`config.mk`:
```
export PLATFORM = sky130hd
export DESIGN_NAME = key_scanner
export DESIGN_NICKNAME = d
export VERILOG_FILES = /design/src/rtl/capiano_pkg.sv /design/src/rtl/key_debouncer.sv /design/src/rtl/key_scanner.sv
export SDC_FILE = /design/constraint.sdc
export NUM_CORES = 1
export LEC_CHECK = 0
export CORE_ASPECT_RATIO = 1.4
export CORE_MARGIN = 2
export CORE_UTILIZATION = 50
export DETAILED_ROUTE_END_ITERATION = 6
export PLACE_DENSITY = 0.68
export REMOVE_ABC_BUFFERS = 1
export SETUP_SLACK_MARGIN = 0.4
export SLEW_MARGIN = 30
export SYNTH_ARGS = -nofsm -noshare
export SYNTH_HDL_FRONTEND = slang
export SYNTH_SLANG_ARGS = --single-unit
```
`constraint.sdc`:
```
create_clock -name clk -period 5.2 [get_ports clk]
set_input_delay 0.52 -clock clk [delete_from_list [all_inputs] [get_ports clk]]
set_output_delay 0.52 -clock clk [all_outputs]
set_load 0.05 [all_outputs]
```
`src/rtl/capiano_pkg.sv`:
```
// Shared definitions for the camera-piano pixel path: RGB333 field layout,
// bus widths, the key scanner state encoding and the luma-sum helper.
package capiano_pkg;

    localparam int PIX_W  = 9;
    localparam int ADDR_W = 32;
    localparam int CH_W   = 3;
    localparam int R_LSB  = 6;
    localparam int G_LSB  = 3;
    localparam int B_LSB  = 0;

    typedef enum logic [1:0] {
        ST_IDLE  = 2'd0,
        ST_SCAN  = 2'd1,
        ST_DRAIN = 2'd2,
        ST_EVAL  = 2'd3
    } scan_state_e;

    // Cheap brightness estimate: plain sum of the three 3-bit channels (0..21).
    function automatic logic [4:0] sum_rgb333(input logic [PIX_W-1:0] pix);
        return 5'(pix[R_LSB +: CH_W]) + 5'(pix[G_LSB +: CH_W]) + 5'(pix[B_LSB +: CH_W]);
    endfunction

endpackage

```
`src/rtl/key_debouncer.sv`:
```
// Per-key debounce for the scanner's raw bitmap. A key only changes after
// DEB_FRAMES consecutive evaluations disagree with its current value; one
// agreeing evaluation restarts that key's count.
module key_debouncer #(
    parameter int NUM_KEYS   = 8,
    parameter int DEB_FRAMES = 3
) (
    input  logic                clk,
    input  logic                rst,
    input  logic                eval,
    input  logic [NUM_KEYS-1:0] raw,
    output logic [NUM_KEYS-1:0] keys
);

    localparam int               CNT_W    = $clog2(DEB_FRAMES + 1);
    localparam logic [CNT_W-1:0] CNT_LAST = CNT_W'(DEB_FRAMES - 1);

    logic [CNT_W-1:0] agree [NUM_KEYS];

    // Count disagreeing evaluations per key; flip the key on the last one.
    always_ff @(posedge clk or negedge rst) begin
        if (!rst) begin
            keys <= '0;
            for (int i = 0; i < NUM_KEYS; i++) agree[i] <= '0;
        end else if (eval) begin
            for (int i = 0; i < NUM_KEYS; i++) begin
                if (raw[i] == keys[i]) begin
                    agree[i] <= '0;
                end else if (agree[i] == CNT_LAST) begin
                    keys[i]  <= raw[i];
                    agree[i] <= '0;
                end else begin
                    agree[i] <= agree[i] + 1'b1;
                end
            end
        end
    end

endmodule

```
`src/rtl/key_scanner.sv`:
```
// Scans the key strip of the stored frame after every completed frame and
// reports which piano keys are covered (dark). Reads one pixel per cycle on a
// 1-cycle-latency memory port; the column's key index travels one cycle
// behind the address so it lines up with q.
// Optional feature: define KEY_DEBOUNCE_EN to debounce keys over DEB_FRAMES scans.
module key_scanner
    import capiano_pkg::*;
#(
    parameter int NUM_KEYS   = 8,
    parameter int IMG_W      = 320,
    parameter int ROI_Y0     = 160,
    parameter int ROI_Y1     = 224,
    parameter int KEY_W      = 40,
    parameter int LUMA_TH    = 6,
    parameter int PRESS_TH   = 800,
    parameter int DEB_FRAMES = 3
) (
    input  logic                clk,
    input  logic                rst,
    input  logic                frame_done,
    output logic [ADDR_W-1:0]   addr,
    input  logic [PIX_W-1:0]    q,
    output logic [NUM_KEYS-1:0] keys,
    output logic                keys_valid,
    output logic                busy,
    output scan_state_e         dbg_state
);

    localparam int X_W  = $clog2(IMG_W);
    localparam int Y_W  = $clog2(ROI_Y1);
    localparam int KS_W = $clog2(KEY_W + 1);
    localparam int KI_W = $clog2(NUM_KEYS + 1);

    localparam logic [X_W-1:0]    X_LAST     = X_W'(IMG_W - 1);
    localparam logic [Y_W-1:0]    Y_FIRST    = Y_W'(ROI_Y0);
    localparam logic [Y_W-1:0]    Y_LAST     = Y_W'(ROI_Y1 - 1);
    localparam logic [KS_W-1:0]   SUB_LAST   = KS_W'(KEY_W - 1);
    localparam logic [KI_W-1:0]   KEY_END    = KI_W'(NUM_KEYS);
    localparam logic [ADDR_W-1:0] ADDR_FIRST = ADDR_W'(ROI_Y0 * IMG_W);
    localparam logic [4:0]        LUMA_LIM   = 5'(LUMA_TH);
    localparam logic [15:0]       PRESS_LIM  = 16'(PRESS_TH);

    if (ROI_Y1 <= ROI_Y0 || DEB_FRAMES < 1) begin : g_bad_cfg
        $error("key_scanner: invalid parameter set");
    end

    scan_state_e         state, state_d;
    logic [X_W-1:0]      x;
    logic [Y_W-1:0]      y;
    logic [KS_W-1:0]     key_sub;
    logic [KI_W-1:0]     key_idx;   // saturates at NUM_KEYS past the last key
    logic                pix_cnt;   // pixel arriving on q belongs to a key
    logic [KI_W-1:0]     pix_key;
    logic [15:0]         cnt [NUM_KEYS];
    logic [NUM_KEYS-1:0] raw;
    logic                start, last_pix, eval, pix_dark;

    assign start     = (state == ST_IDLE) && frame_done;
    assign last_pix  = (x == X_LAST) && (y == Y_LAST);
    assign eval      = (state == ST_EVAL);
    assign pix_dark  = sum_rgb333(q) < LUMA_LIM;
    assign busy      = (state != ST_IDLE);
    assign dbg_state = state;

    // State register.
    always_ff @(posedge clk or negedge rst) begin
        if (!rst) state <= ST_IDLE;
        else      state <= state_d;
    end

    // Next state: one pass over the ROI, one cycle to catch the last pixel, one to evaluate.
    always_comb begin
        state_d = state;
        case (state)
            ST_IDLE:  if (frame_done) state_d = ST_SCAN;
            ST_SCAN:  if (last_pix)   state_d = ST_DRAIN;
            ST_DRAIN: state_d = ST_EVAL;
            ST_EVAL:  state_d = ST_IDLE;
            default:  state_d = ST_IDLE;
        endcase
    end

    // Raster walk: the ROI rows are contiguous in memory so addr just increments,
    // while x/y and the key sub-counter track where that address sits.
    always_ff @(posedge clk or negedge rst) begin
        if (!rst) begin
            addr    <= '0;
            x       <= '0;
            y       <= '0;
            key_sub <= '0;
            key_idx <= '0;
        end else if (start) begin
            addr    <= ADDR_FIRST;
            x       <= '0;
            y       <= Y_FIRST;
            key_sub <= '0;
            key_idx <= '0;
        end else if (state == ST_SCAN && !last_pix) begin
            addr <= addr + 1'b1;
            if (x == X_LAST) begin
                x       <= '0;
                y       <= y + 1'b1;
                key_sub <= '0;
                key_idx <= '0;
            end else begin
                x <= x + 1'b1;
                if (key_sub == SUB_LAST) begin
                    key_sub <= '0;
                    if (key_idx != KEY_END) key_idx <= key_idx + 1'b1;
                end else begin
                    key_sub <= key_sub + 1'b1;
                end
            end
        end
    end

    // Delay the key index to meet q, then count dark pixels per key (saturating).
    always_ff @(posedge clk or negedge rst) begin
        if (!rst) begin
            pix_cnt <= 1'b0;
            pix_key <= '0;
            for (int i = 0; i < NUM_KEYS; i++) cnt[i] <= '0;
        end else begin
            pix_cnt <= (state == ST_SCAN) && (key_idx != KEY_END);
            pix_key <= key_idx;
            if (start) begin
                for (int i = 0; i < NUM_KEYS; i++) cnt[i] <= '0;
            end else if (pix_cnt && pix_dark) begin
                for (int i = 0; i < NUM_KEYS; i++) begin
                    if (pix_key == KI_W'(i) && cnt[i] != 16'hFFFF) cnt[i] <= cnt[i] + 1'b1;
                end
            end
        end
    end

    // Per-key press decision from the finished counts.
    always_comb begin
        raw = '0;
        for (int i = 0; i < NUM_KEYS; i++) raw[i] = (cnt[i] >= PRESS_LIM);
    end

    // Result strobe leaves EVAL together with the key update.
    always_ff @(posedge clk or negedge rst) begin
        if (!rst) keys_valid <= 1'b0;
        else      keys_valid <= eval;
    end

`ifdef KEY_DEBOUNCE_EN
    key_debouncer #(
        .NUM_KEYS   (NUM_KEYS),
        .DEB_FRAMES (DEB_FRAMES)
    ) u_debouncer (
        .clk  (clk),
        .rst  (rst),
        .eval (eval),
        .raw  (raw),
        .keys (keys)
    );
`else
    // Without debounce the bitmap follows every evaluation directly.
    always_ff @(posedge clk or negedge rst) begin
        if (!rst)      keys <= '0;
        else if (eval) keys <= raw;
    end
`endif

endmodule
```
==> impl_metrics.yaml <==
grt:
  first_global_vias: 9628
  grt_max_degree: 87
  grt_pass1_wl_um: 45400
  antenna_found_initial: 0
  grt_usage_pct: 22.2
  grt-ovfl-total: 0
final_layout:
  areaGrowthSynthToFinish_pct: 13.4
  nets: 1317
  diodes: 0
  layout-drive-gt1-share_pct: 5.67
  n_fill_cell: 2054
  final-seq-area_mm2: 0.00508
  multiInputGateArea_mm2: 0.00588
floorplanning:
  fp-row-count: 65
  die_h_um: 182
  die_w_um: 131
  floorplan.initialDensity_pct: 50.6
  core_area_mm2: 0.0224
  die_area_mm2: 0.0240
  pin_count: 56
synth:
  syn_avg_cell_area_um2: 9.13
  synth.top_cell.area_share_pct: 44.7
  synth_ff_type: "dfrtp_1"
  synth-seq-cells: 203
  async_flop_share_pct: 100
  synth_area_mm2: 0.0114
  ys_warn_count: 0
  ys_seq_area_share_pct: 44.7
  synth_edf_count: 0
  synthCells: 1244
  yosys-top-cells-area: "dfrtp_1, a21oi_1, nand3_1"
  yosysTopAreaCell: "dfrtp_1"
  synthDistinctLibCells: 61
clocking:
  cts_tree: "yes"
  root_buffer: "clkbuf_16"
  clkTransAtPathRegs_ns: 0.07
  htreeDepth: 1
  cts_buffers: 21
  clk_latency_ns: 0.51
  cts_setup_buffers: 0
  post_cts_resized: 0
  postCtsHoldBufs: 0
  clk_path_buf_depth: 3
  clock-sinks: 203
power_and_ir_drop:
  p_leak_nw: 5.13
  finalPower_mw: 3.45
  power.density_mw_per_mm2: 268
  peakVddDrop_mv: 0.211
outcome:
  status: "complete, no violations"
timing:
  fin_hold_ws_ns: 0.00718
  worst_slack_ns: 1.31
  finalCritPeriodShare_pct: 74.8
  slew_headroom_pct: 42.8
  rsz0062_at_grt: "false"
  finClkSkew_ns: 0.0194
  setup_viol: 0
  worst_pin_slew_ns: 0.851
  finalHoldViolCount: 0
  finalCriticalPeriod_ns: 3.89
  maxSlewViolCount: 0
  fin_tns_setup_ns: 0
  fmax_mhz: 257
route:
  wl_per_cell_um: 16.6
  ant_nets: 0
  drc: 0
  vias_per_cell: 6.17
  routed_wl_um: 26400
  drtPass1Iterations: 5
  drt-initial-drc-count: 619
  vias: 9803
placement:
  io_buffers: 55
  pre_cts_slack_ns: 0.822
  dpl.hpwl_um: 17300
  routabilityCongestion: 0.821
setup_path:
  cp-end-kind: "flop"
  cp-start-kind: "input port"
  cp.required_ns: 5.61
  ff2ff_path_depth: 7
  cp_max_fo: 19
  regToRegStartpoint: "dbg_state[0]$_DFFE_PN0P_"
  reg2reg_slack_ns: 2.44
  setup.worst_path.class: "in2reg"
  timing.rr.end: "key_sub[5]$_DFFE_PN0P_"
  crit_arrival_ns: 4.30
flow_run:
  cap_violations: 0
min_path:
  worstHoldPathType: "in2async"
## cells in the mapped netlist (all sizes together), types with 10 or more instances
cell type  count
and2          10
or4           61
o21ai         55
nand4         53
clkbuf        52
o311ai        10
and3          23
dfrtp        203
and4          17
a21oi        103
nor3          13
ha            30
mux2i         17
nand2b        14
nor4          41
nand2         84
nand3         96
nor2          93
xor2          12
xnor2         36
inv           49
or3           30
o31ai         54
## area by class of cell
| cell class | count | area share, % |
|---|---|---|
| inverters | 50 | 1.46 |
| clock inverters | 7 | 0.709 |
| repair buffers | 66 | 4.94 |
| multi-input cells | 930 | 45.6 |
| clock buffers | 31 | 4.91 |
| flip-flops and latches | 203 | 39.4 |
| well taps | 301 | 2.92 |
## flip-flops by register name, summed over array words and instances (netlist names), 2 cells and up
signal	flops
pix_key	4
key_idx	4
addr	32
cnt	128
keys	8
key_sub	6
x	9
dbg_state	2
y	8
## power by group
part	internal, mW	switching [mW]	leakage (nW)
logic	0.0766	0.136	2.09
clock network	0.944	0.639	0.357
registers	1.61	0.0385	2.68
## stage by stage
step           area, µm²  utilization, %  instances
2_1_floorplan      11100               -       1183
3_3_place_gp       12100            54.0       1550
3_5_place_dp       12100            54.1       1550
4_1_cts            12900            57.3       1588
5_1_grt            12900            57.4       1588
6_report           12900            57.4       1588
## cell usage in the layout (no fill, tap or decap), drive strengths merged, types with 13 or more instances in the layout
cell             n
or3             30
nor4            41
dfrtp          203
clkbuf          32
o21ai           55
nand3           96
or4             61
clkdlybuf4s50   54
ha              30
nor2            93
nand2           84
nand2b          14
inv             50
xnor2           36
and4            17
a21oi          103
mux2i           17
o31ai           54
nand4           53
and3            23
nor3            13
## worst max path at each step
| stage | from | end | slack (ns) | cells past startpoint |
|---|---|---|---|---|
| 6_report | q[4] | cnt[29]$_DFFE_PN0P_ | 1.31 | 12 |
| 5_1_grt | q[4] | cnt[29]$_DFFE_PN0P_ | 1.16 | 12 |
| 4_1_cts | q[4] | cnt[29]$_DFFE_PN0P_ | 1.34 | 12 |
| 3_5_place_dp | q[4] | cnt[29]$_DFFE_PN0P_ | 0.82 | 12 |
| 3_3_place_gp | q[1] | cnt[29]$_DFFE_PN0P_ | 0.95 | 12 |
| 2_1_floorplan | dbg_state[0]$_DFFE_PN0P_ | key_sub[5]$_DFFE_PN0P_ | 0.05 | 6 |
## critical path, stage by stage
cell	delay, ns
clkdlybuf4s50_1	0.48
inv_1	0.06
fa_1	0.50
inv_1	0.04
ha_1	0.23
fa_1	0.44
nand2_1	0.11
o2111a_1	0.42
buf_4	0.21
nand3_1	0.43
or4_1	0.66
a21oi_1	0.17
## per-layer routing
metal / wire length, µm / GRT usage [%]
met3: 863 / 2.36
met1: 11100 / 26.3
met2: 13700 / 42.0
met5: 0 / 0
met4: 621 / 7.04
## logic make-up after synthesis
kind of cell,after synthesis,share of synthesized area [%]
simple gates,555,26.8
compound gates,275,15.3
flops,203,44.7
buf+inv,111,3.85
xor+xnor,48,3.70
fa+ha+maj,33,3.83
mux,19,1.70
Power figures use the tool's default switching activity.
